==> src/rtl/sync_bank.sv <==
// Bank of independent multi-flop synchronizers with an optional per-channel debounce filter,
// dout edge pulses, and a reset synchronizer that asserts asynchronously and releases on clk.
module sync_bank #(
    parameter int                 WIDTH     = 4,
    parameter int                 STAGES    = 2,
    parameter int                 FILTER    = 0,
    parameter logic [WIDTH-1:0]   RESET_VAL = {WIDTH{1'b0}}
) (
    input  logic             clk,
    input  logic             reset_n,
    input  logic [WIDTH-1:0] din,
    output logic [WIDTH-1:0] dout,
    output logic [WIDTH-1:0] rise,
    output logic [WIDTH-1:0] fall,
    output logic             rst_sync_n
);

    if (WIDTH < 1) begin : g_bad_width
        $error("sync_bank: WIDTH must be 1 or more");
    end
    if (STAGES < 2) begin : g_bad_stages
        $error("sync_bank: STAGES must be 2 or more");
    end
    if (FILTER < 0) begin : g_bad_filter
        $error("sync_bank: FILTER must be 0 or more");
    end

    // Counter width is only meaningful when the filter exists; keep it legal otherwise.
    localparam int CW = (FILTER > 0) ? $clog2(FILTER + 1) : 1;

    logic [STAGES-1:0][WIDTH-1:0] sync_q;
    logic [WIDTH-1:0]             s;
    logic [WIDTH-1:0]             level;
    logic [WIDTH-1:0]             dprev;
    logic [STAGES-1:0]            rst_q;

    always_ff @(posedge clk or negedge reset_n) begin
        if (!reset_n) begin
            sync_q <= {STAGES{RESET_VAL}};
        end else begin
            sync_q[0] <= din;
            for (int k = 1; k < STAGES; k++) begin
                sync_q[k] <= sync_q[k-1];
            end
        end
    end

    assign s = sync_q[STAGES-1];

    if (FILTER == 0) begin : g_bypass
        assign level = s;
    end else begin : g_filter
        localparam logic [CW-1:0] LAST = CW'(FILTER - 1);

        for (genvar i = 0; i < WIDTH; i++) begin : g_ch
            logic [CW-1:0] cnt;
            logic          lvl;

            // A disagreement must persist for FILTER consecutive samples; any agreement restarts it.
            always_ff @(posedge clk or negedge reset_n) begin
                if (!reset_n) begin
                    cnt <= '0;
                    lvl <= RESET_VAL[i];
                end else if (s[i] == lvl) begin
                    cnt <= '0;
                end else if (cnt == LAST) begin
                    cnt <= '0;
                    lvl <= s[i];
                end else begin
                    cnt <= cnt + 1'b1;
                end
            end

            assign level[i] = lvl;
        end
    end

    always_ff @(posedge clk or negedge reset_n) begin
        if (!reset_n) begin
            dprev <= RESET_VAL;
        end else begin
            dprev <= level;
        end
    end

    // Reset forces level and dprev equal, so no pulse survives or follows a reset.
    assign dout = level;
    assign rise = level & ~dprev;
    assign fall = ~level & dprev;

    always_ff @(posedge clk or negedge reset_n) begin
        if (!reset_n) begin
            rst_q <= '0;
        end else begin
            rst_q <= {rst_q[STAGES-2:0], 1'b1};
        end
    end

    assign rst_sync_n = rst_q[STAGES-1];

endmodule

==> config.mk <==
export PLATFORM = sky130hd
export DESIGN_NAME = sync_bank
export DESIGN_NICKNAME = d
export VERILOG_FILES = /design/src/rtl/sync_bank.sv
export SDC_FILE = /design/constraint.sdc
export NUM_CORES = 1
export LEC_CHECK = 0
export CORE_AREA = 3 3 40 42
export CTS_BUF_LIST = sky130_fd_sc_hd__clkbuf_4
export CTS_CLUSTER_DIAMETER = 200
export DETAILED_ROUTE_END_ITERATION = 6
export DIE_AREA = 0 0 43 45
export GPL_ROUTABILITY_DRIVEN = 0
export PLACE_DENSITY = 0.69
export SYNTH_ARGS = -nofsm -noshare
export SYNTH_HDL_FRONTEND = slang
export SYNTH_SLANG_ARGS = --single-unit
==> constraint.sdc <==
create_clock -name clk -period 0.9 [get_ports clk]
set_clock_uncertainty 0.2 [all_clocks]
set_input_delay 0.225 -clock clk [delete_from_list [all_inputs] [get_ports clk]]
set_output_delay 0.225 -clock clk [all_outputs]
set_load 0.1 [all_outputs]
==> results by group <==
Power and ir drop
  • Clk pwr share: 0.224
  • Logic gate share of total power: 0.318
  • Pint: 1020 uW
  • Design Power: between 1000 and 1500 uW
  • NetSw: 467 uW
  • Peak supply drop: 0.000972 V
  • Switching share of total power: 0.315
  • P per Cell Area: 1690 mW/mm2
  • Part of the power in registers: 0.458
  • Leakage: 0.000402 uW

Critical path
  • Worst Path Required: between 400 and 500 ps
  • Critical Path Sink Type: primary output
  • Worst Path Max Fanout: 4
  • Crit path to: fall[1]
  • R2r setup slk: -30 ps
  • Worst path slowest cell: dfrtp_1
  • Reg2reg start: dout[3]
  • CP startpoint: dout[1]
  • Crit path cell chain: and2b_4 -> buf_12
  • Worst EP arrival: 1120 ps
  • Critical path type: flip-flop to primary output
  • R2r worst-path depth: 2
  • Max stage delay on crit path: 410 ps
  • FF-to-FF End: dprev[3]
  • Critical path launch point type: flip-flop

Timing
  • Slew Limit Fails: 0
  • Fmax: 646 MHz
  • Final Hold Fails: 1
  • Clock period minus worst slack: 1550 ps
  • Final period util: 1.72
  • Final setup viols: 14
  • Final worst slack: -648 ps
  • Hold slack final: -79.8 ps
  • TNS Setup: -7610 ps
  • RSZ-0062 raised after global routing: true

Placement
  • Dpl cell area: between 800 and 900 um2
  • Placed cell count: 62
  • IO Port Bufs: 18
  • Pre-CTS WS: -363 ps

Die
  • # IOs: 19
  • DIE WIDTH: 43 um
  • Site Rows: 13
  • Die area: 0.00194 mm2
  • CORE AREA: between 0.001 and 0.0015 mm2
  • Die H: 45 um
  • Starting Density: 0.353

Drt
  • Antenna Violating Nets Remaining: 0
  • Drt drc: 0
  • Drt via density: slightly above 4
  • Drt pass-1 iters: 1
  • DRT Wirelength: 719 um
  • Number of DRC markers in iteration 0: 0
  • Vias: 279
  • Routed len/inst: 10.4 um

Synthesis
  • Ys async rst share: 1.00
  • Largest cells by area after synthesis: dfrtp_1, and2b_2, buf_4
  • Post-synth cell types: 4
  • Syn Area/Cell: around 17 um2
  • Synthesis Warnings: 0
  • Most frequent cells after synthesis: dfrtp_1, and2b_2, buf_4
  • Synth Net Count: 33
  • Cells after Synth: 27
  • Count of flip-flops with a built-in enable after synthesis: 0
  • Synthesized area: 454 um2
  • Most frequent cell after synthesis: dfrtp_1
  • Sequential share of the synthesized area: 0.771
  • Share of the synthesized area in the top cell type: 0.771
  • Cell taking the most area after synthesis: dfrtp_1
  • Synth Flop Type: dfrtp_1
  • Register bit total from synthesis: 14

Global routing
  • Number of global-route vias before repair: 265
  • Remaining Overflow, GRT: 0
  • Total GRT Usage: 0.0911
  • First-pass GRT wire length: approximately 1.2 mm
  • Largest net degree at the start of global routing: 9
  • Antenna violations before repair: 0

Layout
  • NumNets Final: 61
  • N_diodes: 0
  • Synth-to-layout area growth: 92.8%
  • Share of cells above drive strength 1: 0.630
  • Final Non-Filler Cells: slightly below 70
  • Fillers: 86
  • Design Area, Final: 876 um2

Outcome
  • Failing checks: negative hold slack, negative setup slack
  • Status: complete, but fails checks

Job
  • Maxcap violations: 0

Hold path
  • Hold Crit Class: input port to asynchronous set/reset pin

CTS
  • Inserted Clock Buffers: 3
  • Clock sinks: 14
  • TritonCTS clock tree: built
  • Max Root-Sink Buffers: 2
  • Root Driver: clkbuf_4
  • Worst-path clk slew: 70 ps
  • Clock Latency Late Sink: 270 ps
  • H-tree depth: 1
[per-stage QoR]
stage | util | hold slack [ps]
after floorplan | - | -271
after global placement | 0.632 | 132
after detailed placement | 0.632 | 135
after CTS | 0.661 | -90.6
after global routing | 0.682 | -86.2
final | 0.682 | -79.8
[per-layer routing]
layer,vias up,part of all wire,GRT usage
li1,130,-,-
met1,137,0.35,0.0797
met2,10,0.57,0.156
met3,2,0.072,0.0359
met4,0,0.0056,0.0904
met5,-,0,0
[cell usage in the layout, fill, tap and decap left out]
cell	instances
dfrtp_4	1
clkdlybuf4s50_1	5
conb_1	1
clkbuf_4	3
buf_4	5
buf_12	13
dfrtp_1	13
clkinv_1	1
buf_6	4
and2b_4	8
[repair_timing]
action / CTS / global route
setup buffers: 1 / 2
setup endpoints to repair: 13 / 13
pin swaps: 0 / 0
resized for setup: 1 / 3
hold endpoints to repair: 1 / 1
[cell families after synthesis]
logic type,count (synthesis),share of synthesized area
other,1,0.00826
and+or+nand+nor,8,0.154
DFF,14,0.771
buffers and inverters,4,0.0661
[layout make-up]
| class | instances | area, um2 | area share |
|---|---|---|---|
| timing repair buffer | 27 | 393 | 0.449 |
| sequential | 14 | 354 | 0.404 |
| multi-input combinational | 9 | 83.8 | 0.0957 |
| clock buffer | 3 | 22.5 | 0.0257 |
| tap | 15 | 18.8 | 0.0214 |
| clock inverter | 1 | 3.75 | 0.00429 |
[sequential cells by signal (all words and copies together) (netlist names)]
| name | cells |
|---|---|
| sync_q | 4 |
| rst_q | 2 |
| dprev | 4 |
| dout | 4 |
[power groups by stage]
| stage | clock network, uW | registers, uW | logic (uW) |
|---|---|---|---|
| after floorplan | 0 | 704 | 258 |
| after global placement | 0 | 689 | 455 |
| after detailed placement | 0 | 692 | 457 |
| after CTS | 352 | 679 | 463 |
| after global routing | 368 | 684 | 485 |
| final | 332 | 679 | 472 |
[worst max-delay path: cells and delay by family (launching register included)]
kind / cells / cell delay [ps]
buffers and inverters: 1 / 170
AND/OR/NAND/NOR: 1 / 280
flip-flops: 1 / 410
[worst min-delay path by stage]
| stage | to | cells past startpoint | slack, ps | from |
|---|---|---|---|---|
| after detailed placement | dout[0] | 0 | 130 | sync_q[0] |
| after global routing | rst_q[1] | 1 | -90 | reset_n |
| after global placement | dout[0] | 0 | 130 | sync_q[0] |
| final | rst_q[1] | 1 | -80 | reset_n |
| after CTS | rst_q[1] | 1 | -90 | reset_n |
| after floorplan | dout[0] | 0 | -270 | reset_n |
No activity file was read; power rests on OpenSTA's default activity.
